**src/rtl/sw_debounce_pkg.sv**
```systemverilog
// Shared definitions for the switch debouncer.
//   state_t                  - debouncer FSM state encoding (STABLE=0, SETTLING=1)
//   DEBOUNCE_CYCLES_DEFAULT  - default number of consecutive stable cycles to accept a value
package sw_debounce_pkg;

    typedef enum logic {
        STABLE   = 1'b0,
        SETTLING = 1'b1
    } state_t;

    localparam int unsigned DEBOUNCE_CYCLES_DEFAULT = 16;

endpackage

```
**src/rtl/sw_debounce_sync_2ff.sv**
```systemverilog
// Two-flop synchronizer for a vector of asynchronous inputs.
//   clk  - destination clock
//   rst  - asynchronous active-high reset, clears both stages
//   d_i  - raw asynchronous inputs (WIDTH bits)
//   q_o  - synchronized outputs, two clk edges behind d_i
module sync_2ff #(
    parameter int unsigned WIDTH = 1
) (
    input  logic             clk,
    input  logic             rst,
    input  logic [WIDTH-1:0] d_i,
    output logic [WIDTH-1:0] q_o
);

    logic [WIDTH-1:0] meta_q;
    logic [WIDTH-1:0] sync_q;

    always_ff @(posedge clk or posedge rst) begin
        if (rst) begin
            meta_q <= '0;
            sync_q <= '0;
        end else begin
            meta_q <= d_i;
            sync_q <= meta_q;
        end
    end

    assign q_o = sync_q;

endmodule

```
**src/rtl/sw_debounce.sv**
```systemverilog
// Whole-vector debouncer for an enable switch plus WIDTH slide switches.
// The synchronized vector S = {en_i, sw_i} must hold one new value for DEBOUNCE_CYCLES
// consecutive cycles before the registered output D = {en_o, sw_o} takes it.
//   clk       - clock, all state on the rising edge
//   rst       - asynchronous active-high reset
//   en_i      - raw enable switch (asynchronous)
//   sw_i      - raw switch vector (asynchronous)
//   en_o      - debounced enable (flop output)
//   sw_o      - debounced switch vector (flop output)
//   change_o  - one-cycle pulse in the first cycle a new en_o/sw_o is visible
//   busy_o    - high while a candidate value is settling
module sw_debounce
    import sw_debounce_pkg::*;
#(
    parameter int unsigned WIDTH           = 8,
    parameter int unsigned DEBOUNCE_CYCLES = DEBOUNCE_CYCLES_DEFAULT
) (
    input  logic             clk,
    input  logic             rst,
    input  logic             en_i,
    input  logic [WIDTH-1:0] sw_i,
    output logic             en_o,
    output logic [WIDTH-1:0] sw_o,
    output logic             change_o,
    output logic             busy_o
);

    localparam int unsigned VW = WIDTH + 1;
    localparam int unsigned CW = $clog2(DEBOUNCE_CYCLES);
    localparam logic [CW-1:0] CNT_LAST = CW'(DEBOUNCE_CYCLES - 1);

    logic [VW-1:0] s;
    logic [VW-1:0] d_q, d_d;
    logic [VW-1:0] c_q, c_d;
    logic [CW-1:0] cnt_q, cnt_d;
    state_t        state_q, state_d;
    logic          change_q, change_d;

    sync_2ff #(
        .WIDTH (VW)
    ) u_sync (
        .clk (clk),
        .rst (rst),
        .d_i ({en_i, sw_i}),
        .q_o (s)
    );

    always_comb begin
        state_d  = state_q;
        d_d      = d_q;
        c_d      = c_q;
        cnt_d    = cnt_q;
        change_d = 1'b0;
        case (state_q)
            STABLE: begin
                cnt_d = '0;
                if (s != d_q) begin
                    c_d     = s;
                    cnt_d   = CW'(1);
                    state_d = SETTLING;
                end
            end
            SETTLING: begin
                // c_q never equals d_q here, so the bounce-back test can go first.
                if (s == d_q) begin
                    cnt_d   = '0;
                    state_d = STABLE;
                end else if (s == c_q) begin
                    if (cnt_q == CNT_LAST) begin
                        d_d      = c_q;
                        cnt_d    = '0;
                        change_d = 1'b1;
                        state_d  = STABLE;
                    end else begin
                        cnt_d = cnt_q + CW'(1);
                    end
                end else begin
                    // New target: restart the settle window from this value.
                    c_d   = s;
                    cnt_d = CW'(1);
                end
            end
            default: begin
                state_d = STABLE;
                cnt_d   = '0;
            end
        endcase
    end

    always_ff @(posedge clk or posedge rst) begin
        if (rst) begin
            state_q  <= STABLE;
            d_q      <= '0;
            c_q      <= '0;
            cnt_q    <= '0;
            change_q <= 1'b0;
        end else begin
            state_q  <= state_d;
            d_q      <= d_d;
            c_q      <= c_d;
            cnt_q    <= cnt_d;
            change_q <= change_d;
        end
    end

    assign en_o     = d_q[WIDTH];
    assign sw_o     = d_q[WIDTH-1:0];
    assign change_o = change_q;
    assign busy_o   = (state_q == SETTLING);

endmodule

```
**config.mk**
```make
export PLATFORM = sky130hd
export DESIGN_NAME = sw_debounce
export DESIGN_NICKNAME = d
export VERILOG_FILES = /design/src/rtl/sw_debounce_pkg.sv /design/src/rtl/sw_debounce_sync_2ff.sv /design/src/rtl/sw_debounce.sv
export SDC_FILE = /design/constraint.sdc
export NUM_CORES = 1
export LEC_CHECK = 0
export CORE_MARGIN = 2
export CORE_UTILIZATION = 45
export DETAILED_ROUTE_END_ITERATION = 10
export PLACE_DENSITY = 0.71
export RECOVER_POWER = 25
export SYNTH_ARGS = -nofsm -noshare
export SYNTH_HDL_FRONTEND = slang
export SYNTH_HIERARCHICAL = 1
export SYNTH_SLANG_ARGS = --single-unit
```
**constraint.sdc**
```tcl
create_clock -name clk -period 1.8 [get_ports clk]
set_clock_uncertainty 0.05 [all_clocks]
set_input_delay 0.36 -clock clk [delete_from_list [all_inputs] [get_ports clk]]
set_output_delay 0.36 -clock clk [all_outputs]
set_load 0.1 [all_outputs]
```
; ---- Word level (Yosys, flattened, before mapping)
; Index checks and enable logic that the tools add are counted.
; Widths: inputs -> output; s select.
[classes]
shift = 0
n_bitwise = 2
div = 0
n_lt_le_gt_ge = 0
n_eq_ne = 7
n_reduce_logical = 2
n_mux = 18
addsub = 1
n_mul = 0
[op_table]
columns = cell, n
row1 = $mux 9, 3
row2 = $eq 9x9->1, 2
row3 = $pmux 9 s2, 1
row4 = $mux 4, 3
row5 = $mux 1, 9
row6 = $ne 9x9->1, 1
row7 = $pmux 4 s2, 1
row8 = $ne 2x2->1 const B, 3
row9 = $add 4x1->4 const B, 1
row10 = $eq 4x4->1 const B, 1
row11 = $reduce_and 4->1, 1
row12 = $reduce_and 3->1, 1
row13 = $not 1->1, 2
row14 = $pmux 1 s2, 1
[word_totals]
latchBits = 0
ramBits = 0
ff_bits = 42
mem_count = 0
mem_bits_ro = 0
word_cells = 37
out_inout_bits = 11
input_bits = 11

; ---- Logic depth before layout (Yosys ltp)
[depth]
word_depth = 5
depth_mapped = 6
mapped_depth_nobuf = 5

; ---- Modules after synthesis
; The synthesis kept the hierarchy.
[modules_own_cells]
columns = module, cells_per_inst, area_per_inst_um2, seq_area_each_um2, instances
row1 = sw_debounce, 103, 1177.4, 600.6, 1
row2 = sync_2ff, 19, 454.2, 450.4, 1

; ---- Least setup slack after synthesis
; Ideal clock, no wire load.
[synth_timing]
path_type = register -> register
start = reg d_q[7]
end = reg d_q[1]
period_less_slack_ns = 2.392
setup_slack_ns = -0.592
t_arrival_ns = 2.216
n_path_buf = 0
required_time_ns = 1.624
path_stages_with_launch = 6
setup_time_ns = 0.126
cell_sequence = dfrtp_1 -> xor2_1 -> nor4_2 -> nand4_2 -> nand3_4 -> mux2_2
[synth_via]
elab_chain_len = 3
[synth_lines]
columns = item, line
row1 = from (decl), sw_debounce.sv:33  ; logic [VW-1:0] d_q, d_d;
row2 = from (signal assigned), sw_debounce.sv:93  ; d_q <= '0;
row3 = from (signal assigned), sw_debounce.sv:99  ; d_q <= d_d;
row4 = $eq 9x9->1, sw_debounce.sv:65  ; if (s == d_q) begin
row5 = $not 1->1 (no source line), n/a
row6 = $reduce_and 4->1 (no source line), n/a
; Every way passes these cells.
; A chain may end at the register's enable or synchronous reset.

; ---- Final worst setup path
; Ends and elaborated chain as after synthesis.

==> metrics.md <==
| Metric | Value |
|---|---|
| Dpl hpwl | `2152 µm` |
| Total wire length | `3029 µm` |
| CTS tree | `yes` |
| CP endpoint | `d_q[1]$_DFFE_PP0P_` |
| Crit Path Class | `reg -> reg` |
| Class of the worst hold path | `reg -> reg` |
| Critical-path cell list | `xor2_2 > nor4_4 > nand4_4 > nand3_4 > mux2_2` |
| Slowest stage delay, CP | `0.50 ns` |
| ANT cells | `0` |
| Setup crit start | `d_q[7]$_DFFE_PP0P_` |
| Worst Setup Start Kind | `flop` |
| Clk pin slew, worst setup/hold paths | `0.11 ns` |
| Row count | `21` |
| Tmin final | `1.927 ns` |
| Synthesis-stage register bit count | `42` |
| First-pass GRT wire length | `5161 µm` |
| Die footprint | `4124 µm²` |
| Total GRT Usage | `16.74%` |
| DIE WIDTH | `64.22 µm` |
| Worst R2R Path Depth | `5` |
| CP top delay family | `simple AND/OR/NAND/NOR gates` |
| Max Slew Vio Count | `0` |
| Commonest non-fill, non-tap cell in the layout | `dfrtp_1` |
| Via count | `1,038` |
| Largest net degree at the start of global routing | `25` |
| Relative slew slack | `38.26%` |
| Dpl cells | `203` |
| CP Depth | `5` |
| DR pass1 iterations | `4` |
| Maximum VDD drop | `804.2 µV` |
| Fraction of layout cells with a size suffix above 1 | `39.88%` |
| Via density | `4.850` |
| Final setup viols | `11` |
| # fillers | `266` |
| EDFF count, synth | `0` |
| Avg Cell Area, Syn | `13.37 µm²` |
| Avg WL per Cell | `14.15 µm` |
| Unrepaired setup endpoints after global routing | `true` |
| Clock Tree Buf Depth | `2` |
| Ys Warns | `6` |
| Fmax | `518.9 MHz` |
| R2R setup slack | `-0.13 ns` |
| CTS Sinks | `42` |
| Vias in the first global route | `1,144` |
| DIE HEIGHT | `64.22 µm` |
| Setup ws final | `-0.1270 ns` |
| Failing checks | `negative setup slack` |
| Max-cap violation count | `0` |
| Cts hold-fix bufs | `0` |
| Reg2reg start | `d_q[7]$_DFFE_PP0P_` |
| Drt initial violations | `35` |
| Worst Max-Slew Pin Slew | `0.9261 ns` |
| Ys flop type | `dfrtp_1` |
| Worst Path Buf+Inv | `0` |
| P&R area growth vs syn | `40.95%` |
| Fin. Hold Viols | `0` |
| Antenna Nets Post-Route | `0` |
| Non-filler cells, final | `214` |
| Dpl ws | `-0.1013 ns` |
| Nets | `179` |
| Total global routing overflow | `0` |
| Number of port buffers | `21` |
| Mapped cell area | `1632 µm²` |
| CTS Buf Count | `5` |
| Pwr Density | `731.8 nW/µm²` |
| Hold slack | `0.3116 ns` |
| Synth Instances | `122` |
| Final GP Congestion | `0.7253` |
| Worst EP arrival | `2.12 ns` |
| Mapped Nets | `134` |
| Core Region | `3416 µm²` |
| H-tree lvl count | `2` |
| Distinct cells, synth | `26` |
| Outcome | `finished, violations left` |
| Post-synthesis async set-or-reset flop share | `100.0%` |
| Fin Setup TNS | `-0.9795 ns` |
| Critical Path RT | `2.00 ns` |
| Top Ports | `22` |
| Max FO, Critical Path | `5` |
| Final worst path period share | `107.1%` |
| Util after Layout | `67.33%` |
| Slowest stage cell, crit path | `dfrtp_4` |
| DRC | `0` |
| Sequential share of the synthesized area | `64.42%` |
| CTS Root Cell | `clkbuf_4` |
| Initial core utilization | `47.77%` |
| Reg2reg end | `d_q[1]$_DFFE_PP0P_` |
| CP Capture Type | `flop` |
| Worst skew pair latency | `0.36 ns` |
| Lkg Pwr | `1.037 nW` |
| Initial antenna violation count | `0` |
| Commonest non-fill, non-tap cells in the layout | `dfrtp_1 (32), nand2_1 (22), buf_4 (13)` |
## area by class of cell
class | instances | area (µm²) | area share (%)
timing repair buffer | 38 | 455.4 | 19.80
multi-input combinational | 77 | 629.4 | 27.37
clock buffer | 5 | 37.54 | 1.632
inverter | 3 | 11.26 | 0.4897
clock inverter | 3 | 40.04 | 1.741
tap | 46 | 57.56 | 2.503
sequential | 42 | 1069 | 46.46
## worst min-delay path by stage
stage | start | end | slack [ns] | cells past startpoint
after floorplan | rst | u_sync/meta_q[0]$_DFF_PP0_ | 0.25 | 1
after global placement | u_sync/meta_q[7]$_DFF_PP0_ | u_sync/q_o[7]$_DFF_PP0_ | 0.28 | 0
after detailed placement | u_sync/meta_q[1]$_DFF_PP0_ | u_sync/q_o[1]$_DFF_PP0_ | 0.29 | 0
after CTS | rst | u_sync/meta_q[4]$_DFF_PP0_ | 0.27 | 3
after global routing | u_sync/meta_q[7]$_DFF_PP0_ | u_sync/q_o[7]$_DFF_PP0_ | 0.32 | 0
final | u_sync/meta_q[0]$_DFF_PP0_ | u_sync/q_o[0]$_DFF_PP0_ | 0.31 | 0
## worst register-to-register path, stage by stage (launching register included)
cell and delay [ns]:
dfrtp_4 0.50, xor2_2 0.17, nor4_4 0.38, nand4_4 0.19, nand3_4 0.18, mux2_2 0.36
## per-layer routing
| metal | vias to the layer above | wire, µm | track usage (%) |
|---|---|---|---|
| met5 | - | 0 | 0 |
| met4 | 0 | 37 | 5.585 |
| met3 | 4 | 103 | 5.282 |
| met2 | 17 | 1638 | 28.65 |
| met1 | 518 | 1250 | 19.98 |
| li1 | 499 | - | - |
## cells by family (layout without fill, tap and decap cells)
logic type | after synthesis | after routing | share of synthesized area, %
AND/OR/NAND/NOR | 40 | 41 | 14.26
adder cells (fa/ha/maj) | 1 | 1 | 0.7667
buffers and inverters | 4 | 49 | 0.9966
multiplexers | 11 | 11 | 7.822
XOR/XNOR | 19 | 19 | 10.20
flip-flops | 42 | 42 | 64.42
AO/OA/AOI/OAI | 5 | 5 | 1.533
## where the power goes
part           switching (W)  internal (W)  leakage [nW]
Clock               0.000294      0.000288        0.0450
Combinational      0.0000516     0.0000508         0.495
Sequential         0.0000243      0.000974         0.498
Total               0.000370       0.00131          1.04
## sequential cells by signal (all words and copies together) (netlist names)
register / cells
cnt_q: 4
change_o: 1
u_sync/meta_q: 9
busy_o: 1
c_q: 9
u_sync/q_o: 9
d_q: 9
## metrics by stage
step	instance area, µm²	total power [W]
after floorplan	1649	0.001068
after global placement	2135	0.001115
after detailed placement	2135	0.001120
after CTS	2233	0.001701
after global routing	2300	0.001776
final	2300	0.001683
## cell usage after synthesis, types with 2 or more instances
cell type	instances	area, µm²
dfrtp_1	42	1051
inv_1	3	11.26
xor2_1	12	105.1
nor2_1	2	7.510
nor4_2	2	25.02
mux2_2	10	112.6
a21oi_1	4	20.02
nand2_1	23	86.33
xnor2_1	7	61.31
## timing repair
action,CTS,global route
cloned,1,0
gates resized for setup,1,12
pin swaps,4,1
buffers inserted,1,1
setup endpoints to repair,11,12
Note: power is estimated with default switching activity, not from simulation.
